`src/rtl/pwm_capture_pkg.sv`:
```
// -----------------------------------------------------------------------------
// pwm_capture_pkg
//   Shared definitions for the PWM capture block:
//     - register word addresses on the Avalon-MM slave
//     - CONTROL / STATUS bit positions
//     - measurement FSM state encoding
//     - small helpers for byte-enabled writes and saturating counters
// -----------------------------------------------------------------------------
package pwm_capture_pkg;

    // Register word addresses
    localparam logic [2:0] ADDR_PERIOD  = 3'd0;
    localparam logic [2:0] ADDR_HIGH    = 3'd1;
    localparam logic [2:0] ADDR_CONTROL = 3'd2;
    localparam logic [2:0] ADDR_STATUS  = 3'd3;
    localparam logic [2:0] ADDR_TIMEOUT = 3'd4;
    localparam logic [2:0] ADDR_COUNT   = 3'd5;

    // CONTROL bit indices
    localparam int CTRL_ENABLE = 0;
    localparam int CTRL_IRQ_EN = 1;

    // STATUS bit indices
    localparam int STAT_VALID   = 0;
    localparam int STAT_OVERRUN = 1;
    localparam int STAT_TIMEOUT = 2;

    // Measurement FSM states
    typedef enum logic [1:0] {
        ST_IDLE      = 2'd0,
        ST_WAIT_RISE = 2'd1,
        ST_HIGH      = 2'd2,
        ST_LOW       = 2'd3
    } state_e;

    // Merge a 32-bit write into an existing value, one byte lane at a time.
    function automatic logic [31:0] apply_be(input logic [31:0] old_v,
                                             input logic [31:0] new_v,
                                             input logic [3:0]  be);
        logic [31:0] res;
        res = old_v;
        for (int b = 0; b < 4; b++) begin
            if (be[b]) res[b*8 +: 8] = new_v[b*8 +: 8];
        end
        return res;
    endfunction

    // Increment that sticks at all-ones instead of wrapping.
    function automatic logic [31:0] sat_inc(input logic [31:0] v);
        return (v == 32'hFFFF_FFFF) ? v : v + 32'd1;
    endfunction

endpackage

```
`src/rtl/pwm_capture_if.sv`:
```
// -----------------------------------------------------------------------------
// pwm_capture_if
//   Avalon-MM slave bus bundle for pwm_capture.
//   Signals:
//     chipselect  master->slave  slave select
//     address     master->slave  word address (3 bits)
//     write       master->slave  write strobe
//     writedata   master->slave  write data (32 bits)
//     read        master->slave  read strobe
//     byteenable  master->slave  byte lanes for writes
//     readdata    slave->master  registered read data
//
//   Handshake: there is no waitrequest. A transfer is accepted on every
//   rising clk edge where chipselect is high together with write or read.
//   Writes take effect on that edge; read data appears on readdata one clock
//   later (fixed read latency 1) and is held until the next accepted read.
// -----------------------------------------------------------------------------
interface pwm_capture_if;
    import pwm_capture_pkg::*;

    logic        chipselect;
    logic [2:0]  address;
    logic        write;
    logic [31:0] writedata;
    logic        read;
    logic [3:0]  byteenable;
    logic [31:0] readdata;

    modport master (
        output chipselect, address, write, writedata, read, byteenable,
        input  readdata
    );

    modport slave (
        input  chipselect, address, write, writedata, read, byteenable,
        output readdata
    );

endinterface

```
`src/rtl/pwm_capture_sync.sv`:
```
// -----------------------------------------------------------------------------
// pwm_capture_sync
//   Brings the asynchronous PWM pin into the clk domain and produces
//   single-cycle rise/fall pulses.
//   Ports:
//     clk      in   system clock
//     reset    in   synchronous active-high reset
//     i_pin    in   asynchronous PWM input
//     o_rise   out  one-cycle pulse per rising edge of i_pin
//     o_fall   out  one-cycle pulse per falling edge of i_pin
//   A pin change shows up on o_rise/o_fall SYNC_STAGES+1 clocks later; both
//   edges see the same latency so measured widths are exact. SYNC_STAGES
//   must be at least 2.
// -----------------------------------------------------------------------------
module pwm_capture_sync #(
    parameter int SYNC_STAGES = 2
) (
    input  logic clk,
    input  logic reset,
    input  logic i_pin,
    output logic o_rise,
    output logic o_fall
);
    import pwm_capture_pkg::*;

    logic [SYNC_STAGES-1:0] r_sync;
    logic                   r_prev;
    logic                   r_rise;
    logic                   r_fall;
    logic                   w_sync_out;

    assign w_sync_out = r_sync[SYNC_STAGES-1];

    always_ff @(posedge clk) begin
        if (reset) begin
            r_sync <= '0;
            r_prev <= 1'b0;
            r_rise <= 1'b0;
            r_fall <= 1'b0;
        end else begin
            r_sync <= {r_sync[SYNC_STAGES-2:0], i_pin};
            r_prev <= w_sync_out;
            // Registered pulses: the extra flop is the "+1" in the latency.
            r_rise <= w_sync_out & ~r_prev;
            r_fall <= ~w_sync_out & r_prev;
        end
    end

    assign o_rise = r_rise;
    assign o_fall = r_fall;

endmodule

```
`src/rtl/pwm_capture.sv`:
```
// -----------------------------------------------------------------------------
// pwm_capture
//   Avalon-MM slave that measures an external PWM signal: period (rise to
//   rise) and high time (rise to fall) in clk cycles.
//   Ports:
//     clk          in   system clock
//     reset        in   synchronous active-high reset
//     avs          --   Avalon-MM slave bus (pwm_capture_if.slave)
//     coe_PWM_in   in   asynchronous PWM input conduit
//     irq          out  level interrupt = irq_en & (valid | timeout)
//     o_dbg_state  out  current measurement FSM state (state_e encoding)
//   Registers (word address):
//     0 PERIOD RO, 1 HIGH RO, 2 CONTROL RW {irq_en, enable},
//     3 STATUS RO/W1C {timeout, overrun, valid}, 4 TIMEOUT RW,
//     5 COUNT RO, 6/7 read zero.
// -----------------------------------------------------------------------------
module pwm_capture
    import pwm_capture_pkg::*;
#(
    parameter int SYNC_STAGES = 2
) (
    input  logic                clk,
    input  logic                reset,
    pwm_capture_if.slave        avs,
    input  logic                coe_PWM_in,
    output logic                irq,
    output logic [1:0]          o_dbg_state
);

    localparam logic [1:0] S_IDLE      = ST_IDLE;
    localparam logic [1:0] S_WAIT_RISE = ST_WAIT_RISE;
    localparam logic [1:0] S_HIGH      = ST_HIGH;
    localparam logic [1:0] S_LOW       = ST_LOW;

    // ---------------------------------------------------------------------
    // Edge detection
    // ---------------------------------------------------------------------
    logic w_rise;
    logic w_fall;

    pwm_capture_sync #(
        .SYNC_STAGES (SYNC_STAGES)
    ) u_sync (
        .clk    (clk),
        .reset  (reset),
        .i_pin  (coe_PWM_in),
        .o_rise (w_rise),
        .o_fall (w_fall)
    );

    // ---------------------------------------------------------------------
    // State
    // ---------------------------------------------------------------------
    logic [1:0]  r_state;
    logic [31:0] r_cnt;
    logic [31:0] r_hi_tmp;
    logic [31:0] r_idle_cnt;
    logic [31:0] r_period;
    logic [31:0] r_high;
    logic [31:0] r_timeout_val;
    logic [31:0] r_count;
    logic        r_enable;
    logic        r_irq_en;
    logic        r_valid;
    logic        r_overrun;
    logic        r_timeout;
    logic [31:0] r_readdata;

    // ---------------------------------------------------------------------
    // Bus decode
    // ---------------------------------------------------------------------
    logic       w_wr;
    logic       w_rd;
    logic       w_wr_ctrl;
    logic       w_wr_status;
    logic       w_wr_timeout;
    logic [2:0] w_w1c;

    assign w_wr         = avs.chipselect & avs.write;
    assign w_rd         = avs.chipselect & avs.read;
    assign w_wr_ctrl    = w_wr && (avs.address == ADDR_CONTROL);
    assign w_wr_status  = w_wr && (avs.address == ADDR_STATUS);
    assign w_wr_timeout = w_wr && (avs.address == ADDR_TIMEOUT);

    // STATUS clear mask; the status bits all live in byte lane 0.
    assign w_w1c = (w_wr_status && avs.byteenable[0]) ? avs.writedata[2:0] : 3'b000;

    // ---------------------------------------------------------------------
    // Measurement FSM and counters (next-state logic)
    // ---------------------------------------------------------------------
    logic        w_timeout_hit;
    logic [1:0]  w_state_nxt;
    logic [31:0] w_cnt_nxt;
    logic [31:0] w_hi_tmp_nxt;
    logic [31:0] w_idle_cnt_nxt;
    logic        w_result;
    logic        w_timeout_set;

    // The timeout compare is only meaningful while a measurement is live.
    assign w_timeout_hit = (r_timeout_val != 32'd0) &&
                           (r_idle_cnt == r_timeout_val) &&
                           (r_state != S_IDLE);

    always_comb begin
        w_state_nxt   = r_state;
        w_cnt_nxt     = sat_inc(r_cnt);
        w_hi_tmp_nxt  = r_hi_tmp;
        w_result      = 1'b0;
        w_timeout_set = 1'b0;

        if (!r_enable) begin
            // Disabling abandons any partial measurement; results are kept.
            w_state_nxt  = S_IDLE;
            w_cnt_nxt    = 32'd0;
            w_hi_tmp_nxt = 32'd0;
        end else if (r_state == S_IDLE) begin
            w_state_nxt  = S_WAIT_RISE;
            w_cnt_nxt    = 32'd0;
        end else if (w_timeout_hit) begin
            // Timeout takes precedence over an edge arriving the same cycle.
            w_state_nxt   = S_WAIT_RISE;
            w_cnt_nxt     = 32'd0;
            w_timeout_set = 1'b1;
        end else begin
            case (r_state)
                S_WAIT_RISE: begin
                    if (w_rise) begin
                        w_state_nxt = S_HIGH;
                        w_cnt_nxt   = 32'd1;
                    end
                end
                S_HIGH: begin
                    if (w_fall) begin
                        w_hi_tmp_nxt = r_cnt;
                        w_state_nxt  = S_LOW;
                    end
                end
                S_LOW: begin
                    if (w_rise) begin
                        w_result    = 1'b1;
                        w_cnt_nxt   = 32'd1;
                        w_state_nxt = S_HIGH;
                    end
                end
                default: begin
                    w_state_nxt = S_IDLE;
                    w_cnt_nxt   = 32'd0;
                end
            endcase
        end
    end

    always_comb begin
        if (!r_enable || (r_state == S_IDLE)) begin
            w_idle_cnt_nxt = 32'd0;
        end else if (w_rise || w_fall) begin
            w_idle_cnt_nxt = 32'd0;
        end else begin
            w_idle_cnt_nxt = sat_inc(r_idle_cnt);
        end
    end

    // ---------------------------------------------------------------------
    // Read mux
    // ---------------------------------------------------------------------
    logic [31:0] w_rd_mux;

    always_comb begin
        w_rd_mux = 32'd0;
        case (avs.address)
            ADDR_PERIOD:  w_rd_mux = r_period;
            ADDR_HIGH:    w_rd_mux = r_high;
            ADDR_CONTROL: w_rd_mux = {30'd0, r_irq_en, r_enable};
            ADDR_STATUS:  w_rd_mux = {29'd0, r_timeout, r_overrun, r_valid};
            ADDR_TIMEOUT: w_rd_mux = r_timeout_val;
            ADDR_COUNT:   w_rd_mux = r_count;
            default:      w_rd_mux = 32'd0;
        endcase
    end

    // ---------------------------------------------------------------------
    // Registers
    // ---------------------------------------------------------------------
    always_ff @(posedge clk) begin
        if (reset) begin
            r_state       <= S_IDLE;
            r_cnt         <= 32'd0;
            r_hi_tmp      <= 32'd0;
            r_idle_cnt    <= 32'd0;
            r_period      <= 32'd0;
            r_high        <= 32'd0;
            r_timeout_val <= 32'd0;
            r_count       <= 32'd0;
            r_enable      <= 1'b0;
            r_irq_en      <= 1'b0;
            r_valid       <= 1'b0;
            r_overrun     <= 1'b0;
            r_timeout     <= 1'b0;
            r_readdata    <= 32'd0;
        end else begin
            r_state    <= w_state_nxt;
            r_cnt      <= w_cnt_nxt;
            r_hi_tmp   <= w_hi_tmp_nxt;
            r_idle_cnt <= w_idle_cnt_nxt;

            if (w_result) begin
                r_period <= r_cnt;
                r_high   <= r_hi_tmp;
                r_count  <= r_count + 32'd1;
            end

            // Hardware set wins over a simultaneous software clear.
            r_valid   <= w_result | (r_valid & ~w_w1c[STAT_VALID]);
            r_overrun <= (w_result & r_valid) | (r_overrun & ~w_w1c[STAT_OVERRUN]);
            r_timeout <= w_timeout_set | (r_timeout & ~w_w1c[STAT_TIMEOUT]);

            if (w_wr_ctrl && avs.byteenable[0]) begin
                r_enable <= avs.writedata[CTRL_ENABLE];
                r_irq_en <= avs.writedata[CTRL_IRQ_EN];
            end

            if (w_wr_timeout) begin
                r_timeout_val <= apply_be(r_timeout_val, avs.writedata, avs.byteenable);
            end

            if (w_rd) begin
                r_readdata <= w_rd_mux;
            end
        end
    end

    assign avs.readdata = r_readdata;
    assign irq          = r_irq_en & (r_valid | r_timeout);
    assign o_dbg_state  = r_state;

endmodule

```
`src/flat_wrapper.sv`:
```
// flat-port wrapper written by rule: the top's interface ports become plain ports
module pwm_capture_flat import pwm_capture_pkg::*;
#(
    parameter int SYNC_STAGES = 2
)
  (clk, reset, coe_PWM_in, irq, o_dbg_state, avs_chipselect, avs_address, avs_write, avs_writedata, avs_read, avs_byteenable, avs_readdata);
  pwm_capture_if avs_i ();
  input  logic clk;
  input  logic reset;
  input  logic coe_PWM_in;
  output logic irq;
  output logic [1:0] o_dbg_state;
  input wire logic [$bits(avs_i.chipselect)-1:0] avs_chipselect;
  input wire logic [$bits(avs_i.address)-1:0] avs_address;
  input wire logic [$bits(avs_i.write)-1:0] avs_write;
  input wire logic [$bits(avs_i.writedata)-1:0] avs_writedata;
  input wire logic [$bits(avs_i.read)-1:0] avs_read;
  input wire logic [$bits(avs_i.byteenable)-1:0] avs_byteenable;
  output wire logic [$bits(avs_i.readdata)-1:0] avs_readdata;
  assign avs_i.chipselect = avs_chipselect;
  assign avs_i.address = avs_address;
  assign avs_i.write = avs_write;
  assign avs_i.writedata = avs_writedata;
  assign avs_i.read = avs_read;
  assign avs_i.byteenable = avs_byteenable;
  assign avs_readdata = avs_i.readdata;
  pwm_capture #(.SYNC_STAGES(SYNC_STAGES)) u_core (.clk(clk), .reset(reset), .avs(avs_i), .coe_PWM_in(coe_PWM_in), .irq(irq), .o_dbg_state(o_dbg_state));
endmodule
```
`config.mk`:
```
export PLATFORM = sky130hd
export DESIGN_NAME = pwm_capture_flat
export DESIGN_NICKNAME = d
export VERILOG_FILES = /design/src/rtl/pwm_capture_pkg.sv /design/src/rtl/pwm_capture_if.sv /design/src/rtl/pwm_capture_sync.sv /design/src/rtl/pwm_capture.sv /design/src/flat_wrapper.sv
export SDC_FILE = /design/constraint.sdc
export NUM_CORES = 1
export LEC_CHECK = 0
export CORE_ASPECT_RATIO = 1.4
export CORE_MARGIN = 2
export CORE_UTILIZATION = 25
export DETAILED_ROUTE_END_ITERATION = 7
export HOLD_SLACK_MARGIN = 0.08
export SYNTH_ARGS = -nofsm -noshare
export SYNTH_HDL_FRONTEND = slang
export SYNTH_SLANG_ARGS = --single-unit
export TNS_END_PERCENT = 5
```
`constraint.sdc`:
```
create_clock -name clk -period 6.71 [get_ports clk]
set_clock_uncertainty 0.1 [all_clocks]
set_input_delay 1.0065 -clock clk [delete_from_list [all_inputs] [get_ports clk]]
set_output_delay 1.0065 -clock clk [all_outputs]
set_load 0.1 [all_outputs]
```
# == After elaboration in Yosys (flattened, before gate mapping) ==
# Cells that the tools add are included.
# totals
out_inout_bits,35
wordCells,104
register_bits,268
# op_classes
bitwise_logic,21
n_mux,18
n_eq_ne,15
addsub,3
n_reduce_logical,25
# op_table
op,n
$pmux 32 s6,1
$add 32x1->32 const B,3
$eq 32x32->1 const B,2
$mux 32,2
$pmux 32 s2,1
$eq 32x32->1,1
$reduce_bool 32->1,1
$reduce_and 2->1,6
$mux 1,10
$and 1x1->1,9
$not 1->1,8
$logic_and 1x1->1,7
$eq 3x2->1 const B,2
$eq 3x3->1 const B,2
$eq 2x2->1 const B,2
$mux 2,2
$ne 4x1->1 const B,1
$ne 4x2->1 const B,1
$or 1x1->1,4
$pmux 2 s2,1
$reduce_and 4->1,1
$reduce_or 2->1,2
$reduce_or 4->1,1
$eq 3x1->1 const B,1
10 further kinds,11

# == Depth between registers and ports, before layout ==
# Gate-level depths: netlist of the first run.
# logic_depth
ltp_word,8
depth_mapped,9
depth_no_buf,6

# == Cells and area by module ==
# A second synthesis of the first run with hierarchy kept.
# unflattened
hier_cells,1344
hier_area_um2,11806.3
# by_module_without_submodules
mod,seq_area_each_um2,area_each_um2,instances,cells_each
pwm_capture,5265.0,11672.4,1,1334
pwm_capture_sync,100.1,133.9,1,10

# == Worst setup path before layout of the first run ==
# Ideal clock, no wire load.
# synth_path
path_kind,register to register
startpoint,reg u_core.r_state[0] (netlist: u_core.o_dbg_state[0])
endpoint,reg u_core.r_count[30]
setup_ps,71
t_arrival_ps,2639
path_buffers,1
path_stages_with_launch,8
path_slack_ps,3901
period_less_slack_ps,2809
cell_sequence,dfxtp_1 nand2_1 nor2_2 and4_1 buf_2 o311ai_1 or4_1 a21oi_1
# synth_between
elab_chain_cells,5
elab_cells_between_ends,8
# synth_rtl
element,line_no,rtl
start: declaration,pwm_capture.sv:54,logic [1:0] r_state;
start signal: assignment,pwm_capture.sv:201,r_state <= w_state_nxt;
$eq 2x2->1 / $reduce_bool 2->1 (equally long branches),"pwm_capture.sv:125, pwm_capture.sv:102",
$mux 1 / $logic_and 1x1->1 (equally long branches),"pwm_capture.sv:125, pwm_capture.sv:101",
$mux 1,pwm_capture.sv:119,end else if (w_timeout_hit) begin
$mux 1 *,pwm_capture.sv:116,end else if (r_state == S_IDLE) begin
$mux 1 *,pwm_capture.sv:111,if (!r_enable) begin
end signal: assignment,pwm_capture.sv:209,r_count <= r_count + 32'd1;
end: declaration,pwm_capture.sv:61,logic [31:0] r_count;
# Every way passes the cells marked *; elsewhere a longest branch is shown, timed or not.
# A chain may end at the register's enable or synchronous reset.

# == Worst setup path in the final report of the first run ==
# layout_path
startpoint,in avs_address[2]
endpoint,reg u_core.r_timeout_val[23]
# layout_between
elab_chain_cells,3
# layout_rtl
element,line_no,rtl
start: declaration,flat_wrapper.sv:14,input wire logic [$bits(avs_i.address)-1:0] avs_address;
$eq 3x3->1,pwm_capture.sv:83,assign w_wr_timeout = w_wr && (avs.address == ADDR_TIMEOUT);
$logic_and 1x1->1,pwm_capture.sv:83,
$reduce_and 2->1 (no source line),-,
end signal: assignment,pwm_capture.sv:223,"r_timeout_val <= apply_be(r_timeout_val, avs.writedata, avs.byteenable);"
end: declaration,pwm_capture.sv:60,logic [31:0] r_timeout_val;
# No other way between the ends.

==> results of run 1 <==
worst paths after layout:
path                                                from  slack (ns)  cells past startpoint                        to
worst max-delay path                      avs_address[2]        3.26                      7  u_core.r_timeout_val[23]
worst min-delay path                u_core.u_sync.r_prev        0.31                      1      u_core.u_sync.o_rise
worst max register to register  u_core.r_timeout_val[31]        3.26                      8       u_core.r_period[22]
worst min register to register      u_core.u_sync.r_prev        0.31                      1      u_core.u_sync.o_rise
stage by stage:
stage | power [uW] | hold WS [ns] | cell area (sq um) | setup WS (ns)
finish | 3220 | 0.307 | 14000 | 3.26
floorplan | 1700 | 0.283 | 11900 | 3.90
detailed placement | 1750 | 0.299 | 13100 | 2.65
CTS | 3250 | 0.311 | 14000 | 3.23
global placement | 1750 | 0.290 | 13100 | 2.76
global route | 3320 | 0.324 | 14000 | 2.96
cells by family (layout without fill, tap and decap cells):
family	count (synthesis)	in the layout	synth area share [%]
simple gates	526	526	22.2
xor+xnor	83	83	6.11
flops	268	268	45.1
mux	107	107	9.26
fa+ha+maj	3	3	0.316
buf+inv	95	147	3.92
compound gates	253	253	13.0
synth_stat cells, types with 17 or more instances:
master	count
a22oi_1	59
xor2_1	64
xnor2_1	19
nor3_1	19
o21ai_0	20
nand4_1	36
a21oi_1	137
nand2_1	85
nor2_1	198
dfxtp_1	268
clkbuf_1	60
mux2i_1	101
and3_1	17
or3_1	23
nand3_1	70
area by class of cell:
class	instances	area [sq um]
clock buffer	36	779
fill	4936	33000
clock inverter	12	113
sequential	268	5370
timing repair buffer	90	871
multi-input combinational	972	6080
inverter	9	33.8
tap	624	781
report_power, final:
part           total, uW  internal [uW]  switching (uW)
Clock               1510            859             647
Combinational        115           38.0            76.7
Sequential          1600           1590            3.92
placed cells by master, fill, tap and decap left out, drive strengths merged, types with 17 or more instances in the layout:
cell type,instances
and3,17
nor4,24
nand3,70
nand2,85
a21oi,137
o21ai,22
xor2,64
xnor2,19
dfxtp,268
nand4,38
clkdlybuf4s50,78
clkbuf,36
nor2,200
nor3,20
or3,23
mux2i,101
a22oi,59
routing by layer:
layer	wire length [um]	global-route usage [%]	share of wire (%)	vias up
met5	0	0	0	-
met4	1120	5.97	3.3	0
met3	1690	2.22	5.0	63
met2	17600	25.2	52	242
met1	13200	14.5	39	4718
li1	-	-	-	4823
state kept, by name, summed over array words and instances, names as in the netlist, 2 cells and up:
name	flops
u_core.r_idle_cnt	32
u_core.r_timeout_val	32
u_core.r_count	32
u_core.r_high	32
u_core.avs.readdata	32
u_core.r_hi_tmp	32
u_core.r_period	32
u_core.u_sync.r_sync	2
u_core.o_dbg_state	2
u_core.r_cnt	32
==> impl_metrics.ini, run 1 <==
[synthesis]
ys_seq_area_share_pct = 45.1
synth_seq_cells = 268
syn-num-nets = 1383
synth_area_leaders = dfxtp_1, mux2i_1, nor2_1
synth_area_sq_um = 11900
ys_types = 55
yosys.area.top_type = dfxtp_1
ys.flop_type = dfxtp_1
synth_top_area_share_pct = 45.1
ys_warn_count = 0
syn_inst = 1335
syn_area_per_cell_sq_um = 8.91
synth_async_sr_flop_share_pct = 0
synth-edff-count = 0

[critical_path]
startpoint_type = primary input
worst-setup-path-type = primary input to flip-flop
critPathMaxFanout = 30
critPathTopFamily = simple AND/OR/NAND/NOR gates
worstPathRequired_ns = 7.00
cp_common_cell = nand2_1
worstPathArrival_ns = 3.74
slowest_stage = and3_1
path_buf_inv = 2
endpoint_kind = flip-flop
max_stage_delay_ns = 0.84
crit_chain = clkdlybuf4s50_1 > nor3b_2 > buf_4 > and3_1 > nand2_1 > nand2_1 > a21oi_1

[final_layout]
diodes = 0
area_growth_pct = 17.9
instances_no_fill = 2011
nets = 1415
layout-drive-gt1-share_pct = 6.20
post-route-util_pct = 29.8

[routing]
drc_errors = 0
ant_nets = 0
viasPerCell = 4.90
drtIter0Drc = 585
vias = 9846
routed_wl_mm = 33.6
post_drt_wl_per_cell_um = 16.7
drtPass1Iterations = 5

[place]
portBuffers = 79
place_congestion = 0.866
place_inst = 1963
dp.final_hpwl_mm = 23.6

[sta]
hold_violations = 0
tightest_slew_ns = 1.16
setup-violations-final = 0
min_period_over_period_pct = 51.4
setup_tns_ns = 0
finalMaxSlewViolations = 0
rsz0062_at_grt = no
relSlewSlack_pct = 23.0
max_freq_mhz = 290
period_minus_slack_ns = 3.45

[grt]
grt_pass1_vias = 9758
grt_pass1_wl_mm = 52.6
gr-usage-all-layers_pct = 13.3
grt_max_degree = 93
antenna_found_initial = 0
gr-total-overflow = 0

[die]
die_w_um = 188
die_h_um = 262
io_pins = 80
coreArea_sq_um = 47000
dieArea_sq_um = 49400
rows = 94
start_util_pct = 25.3

[cts]
cts_sinks = 268
root_buffer = clkbuf_16
cts_buffer_depth = 3
cts.clk_slew.worst_paths_ns = 0.07
cts_hold_buf = 0
clk_latency_ns = 0.55
cts_buffers = 26
cts_tree = done
postCtsSetupBuffers = 0
htreeDepth = 1
cts_resized = 0

[worst_hold_path]
hold_class = flip-flop to flip-flop

[power_and_ir_drop]
leakage_uw = 0.00518
power.density_nw_per_um2 = 229
ir_drop_uv = 158

[outcome]
outcome = completed

[run]
drv_cap = 0
Power figures use the tool's default switching activity.
==> run 2: changes to the inputs <==
Clock period 6.71 ns to 2.8 ns, I/O delays scaled along.
==> impl_metrics.ini, run 2 (synthesized netlist as in run 1, its figures left out) <==
[outcome]
outcome = completed

[sta]
period_minus_slack_ns = 2.68
tightest_slew_ns = 0.917
setup-violations-final = 0
relSlewSlack_pct = 38.9
finalMaxSlewViolations = 0
max_freq_mhz = 373
rsz0062_at_grt = yes
min_period_over_period_pct = 95.7
hold_violations = 0

[cts]
cts_sinks = 268
clk_latency_ns = 0.54
htreeDepth = 1
cts_buffers = 26
root_buffer = clkbuf_16
cts_buffer_depth = 3
cts.clk_slew.worst_paths_ns = 0.06
cts_tree = done

[final_layout]
nets = 1455
diodes = 0
area_growth_pct = 20.6
post-route-util_pct = 30.5
instances_no_fill = 2049
final_common_cell = dfxtp_1
layout-drive-gt1-share_pct = 10.9
final_cell_mix = dfxtp_1, nor2_1, a21oi_1, mux2i_1, nand2_1

[critical_path]
worst-setup-path-type = flip-flop to flip-flop
worstPathRequired_ns = 3.09
slowest_stage = dfxtp_1
endpoint_kind = flip-flop
critPathMaxFanout = 29
crit_chain = xor2_1 > nor4_2 > nand4_4 > o31ai_4 > buf_12 > buf_4 > mux2i_1 > nor2_1
timing.rr.start = u_core.r_timeout_val[9]
worstPathArrival_ns = 2.97
startpoint_type = flip-flop
startpoint = u_core.r_timeout_val[9]
max_stage_delay_ns = 0.50

[power_and_ir_drop]
ir_drop_uv = 489
power.density_nw_per_um2 = 544
leakage_uw = 0.00549

[worst_hold_path]
hold_class = primary input to flip-flop
hold_path_startpoint = reset

[grt]
grt_pass1_wl_mm = 54.0
gr-total-overflow = 0
grt_pass1_vias = 9998
antenna_found_initial = 0
grt_max_degree = 171
gr-usage-all-layers_pct = 13.7

[routing]
met3WireLength_mm = 1.48
routed_wl_mm = 34.9
dr.max_layer_used = met4
viasPerCell = 4.92
drtIter0Drc = 652
post_drt_wl_per_cell_um = 17.0
vias = 10100
ant_nets = 0
drt-met1-wl_mm = 13.5
wl_met2_mm = 18.5
drc_errors = 0
drtPass1Iterations = 5

[die]
rows = 94
start_util_pct = 25.3
io_pins = 80
die_w_um = 188
coreArea_sq_um = 47000
dieArea_sq_um = 49400
die_h_um = 262

[place]
place_congestion = 0.884
dp.final_hpwl_mm = 25.1
portBuffers = 79
place_inst = 2002

[run]
drv_cap = 0
run 2: path summary, 6_finish.rpt:
check                         end  slack, ns  cells after the start
min              u_core.r_overrun       0.24                      4
max            u_core.r_period[0]       0.12                      8
max reg2reg    u_core.r_period[0]       0.12                      8
min reg2reg  u_core.u_sync.o_fall       0.34                      1
run 2: cell type report:
| class | count | area (sq um) |
|---|---|---|
| clock inverter | 11 | 165 |
| multi-input combinational | 972 | 6070 |
| tap | 624 | 781 |
| timing repair buffer | 130 | 1210 |
| fill | 4947 | 32700 |
| clock buffer | 35 | 716 |
| inverter | 9 | 33.8 |
| sequential | 268 | 5370 |
run 2: where the power goes:
group          switching (uW)  internal [uW]  leakage (uW)
logic                     193            110       0.00290
registers                7.11           3820       0.00216
clock network            1520           2160      0.000429
total                    1720           6090       0.00549
run 2: per-stage QoR:
stage	TNS, ns	setup WS [ns]	total power [uW]	hold WS [ns]	instance area [sq um]
2_1_floorplan	0	0.135	4070	0.283	11900
3_3_place_gp	0	0.129	4210	0.296	13500
3_5_place_dp	0	0.102	4210	0.318	13500
4_1_cts	0	0.0681	7890	0.235	14300
5_1_grt	-0.0116	-0.0116	8040	0.260	14300
6_report	0	0.122	7810	0.242	14300
run 2: layer usage:
| layer | vias to the layer above | track usage [%] |
|---|---|---|
| li1 | 4903 | - |
| met4 | 0 | 6.27 |
| met3 | 76 | 1.84 |
| met5 | - | 0 |
| met2 | 254 | 26.6 |
| met1 | 4844 | 14.8 |
run 2: critical path, delay by kind of cell (launching register included):
family | cells | cell delay (ns)
AO/OA/AOI/OAI | 1 | 0.46
XOR/XNOR | 1 | 0.14
buffers and inverters | 2 | 0.44
flip-flops | 1 | 0.50
multiplexers | 1 | 0.17
AND/OR/NAND/NOR | 3 | 0.69
run 2: repair_timing:
item | CTS | global route
hold endpoints to repair | 0 | 0
hold buffers | 0 | 0
endpoints found under the setup margin | 0 | 5
resized for setup | 0 | 2
setup buffers | 0 | 1
==> run 3: changes to the inputs <==
Settings changed: CAP_MARGIN from default to 15, RECOVER_POWER from default to 100.
==> impl_metrics.ini, run 3 (synthesized netlist as in run 1, its figures left out) <==
[die]
rows = 94
io_pins = 80
start_util_pct = 25.3
coreArea_sq_um = 47000
die_h_um = 262
die_w_um = 188
dieArea_sq_um = 49400

[critical_path]
critPathMaxFanout = 29
setup.worst_path.end = u_core.r_period[0]
slowest_stage = o31ai_4
ff2ff_path_depth = 8
endpoint_kind = flip-flop
startpoint = u_core.r_timeout_val[29]
startpoint_type = flip-flop
max_stage_delay_ns = 0.49
crit_chain = xor2_1 > nor4_2 > nand4_4 > o31ai_4 > buf_12 > buf_4 > mux2i_1 > nor2_1
timing.rr.start = u_core.r_timeout_val[29]
r2r_slack_ns = 0.16
rr_endpoint = u_core.r_period[0]
worstPathRequired_ns = 3.09
worstPathArrival_ns = 2.93
worst-setup-path-type = flip-flop to flip-flop

[power_and_ir_drop]
power_switching_uw = 1710
ir_drop_uv = 487
power.density_nw_per_um2 = 550
comb_power_share_pct = 3.8
p_sw_share_pct = 21.9
clock_power_share_pct = 47.1
p_int_uw = 6090
leakage_uw = 0.00532
seqPwrFrac_pct = 49.1

[cts]
cts.clk_slew.worst_paths_ns = 0.06
cts_tree = done
htreeDepth = 1
cts_buffer_depth = 3
cts_hold_buf = 0
clk_latency_ns = 0.54
root_buffer = clkbuf_16
cts_buffers = 26
cts_sinks = 268

[sta]
hold_violations = 0
max_freq_mhz = 378
whs_ns = 0.247
min_period_over_period_pct = 94.4
finalMaxSlewViolations = 0
setup-violations-final = 0
tightest_slew_ns = 1.25
rsz0062_at_grt = yes
fin_ws_ns = 0.156
period_minus_slack_ns = 2.64
relSlewSlack_pct = 17.0

[grt]
grt_pass1_vias = 9998
grt_pass1_wl_mm = 54.0
grt_max_degree = 171
antenna_found_initial = 0
grt_use_met2_pct = 26.6
gr-total-overflow = 0
top_usage_layer = met2
gr-usage-all-layers_pct = 13.7
grt_use_met1_pct = 14.8
met3_usage_pct = 1.84

[routing]
ant_nets = 0
vias = 10100
post_drt_wl_per_cell_um = 17.0
drc_errors = 0
drtIter0Drc = 636
routed_wl_mm = 34.9
drtPass1Iterations = 5
viasPerCell = 4.93

[final_layout]
diodes = 0
nets = 1455
post-route-util_pct = 30.1
layout-drive-gt1-share_pct = 8.07
final_common_cell = dfxtp_1
fillers = 4992
final_cell_mix = dfxtp_1, nor2_1, a21oi_1, mux2i_1, nand2_1
area_growth_pct = 19.1

[place]
place_ws_ns = 0.102
dp.final_hpwl_mm = 25.1
portBuffers = 79
place_congestion = 0.884

[outcome]
outcome = completed

[worst_hold_path]
hold_path_startpoint = reset
hold_class = primary input to flip-flop

[run]
drv_cap = 0
## run 3: cell types whose count changed in the layout (fill, tap and decap cells not counted), sizes merged
cell / previous run / this run
buf: 87 / 47
clkbuf: 35 / 75
clkdlybuf4s50: 43 / 41
dlygate4sd3: 0 / 2
## run 3: area by class of cell
type / instances / area (sq um) / area share [%]
sequential: 268 / 5370 / 37.9
tap: 624 / 781 / 5.51
multi-input combinational: 972 / 6050 / 42.7
timing repair buffer: 130 / 1050 / 7.41
clock inverter: 11 / 165 / 1.17
inverter: 9 / 33.8 / 0.239
clock buffer: 35 / 716 / 5.05
## run 3: per-stage QoR
step	instances	area (sq um)	TNS (ns)	total power, uW
6_report	2049	14200	0	7800
5_1_grt	2049	14200	-0.0116	8030
4_1_cts	2048	14300	0	7890
3_5_place_dp	2002	13500	0	4210
3_3_place_gp	2002	13500	0	4210
2_1_floorplan	1335	11900	0	4070
## run 3: worst max-delay path: cells and delay by family, from the launching register on
kind,cells,cell delay [ns]
and+or+nand+nor,3,0.69
AOI/OAI and AO/OA,1,0.49
buffers and inverters,2,0.44
DFF,1,0.43
muxes,1,0.17
xor gates and xnor gates,1,0.16
## run 3: metal layers
| metal | vias up | part of all wire [%] |
|---|---|---|
| li1 | 4907 | - |
| met3 | 77 | 4.3 |
| met4 | 0 | 3.9 |
| met2 | 243 | 53 |
| met1 | 4884 | 39 |
| met5 | - | 0 |
## run 3: worst min-delay path by stage
stage	cells past startpoint	slack, ns	to
finish	4	0.25	u_core.r_overrun
global placement	1	0.30	u_core.u_sync.o_rise
detailed placement	1	0.32	u_core.u_sync.o_rise
floorplan	1	0.28	u_core.u_sync.o_rise
global route	4	0.26	u_core.r_overrun
CTS	4	0.23	u_core.r_overrun
## run 3: power groups by stage
stage,Clock [uW],Sequential (uW),Combinational [uW]
6_report,3670,3830,298
5_1_grt,3890,3820,318
4_1_cts,3760,3820,304
3_5_place_dp,0,3910,303
3_3_place_gp,0,3910,303
2_1_floorplan,0,3920,154
## run 3: timing repair
| action | in CTS | in global routing |
|---|---|---|
| setup buffers | 0 | 1 |
| endpoints found under the setup margin | 0 | 5 |
| hold endpoints to repair | 0 | 0 |
| gates resized for setup | 0 | 2 |
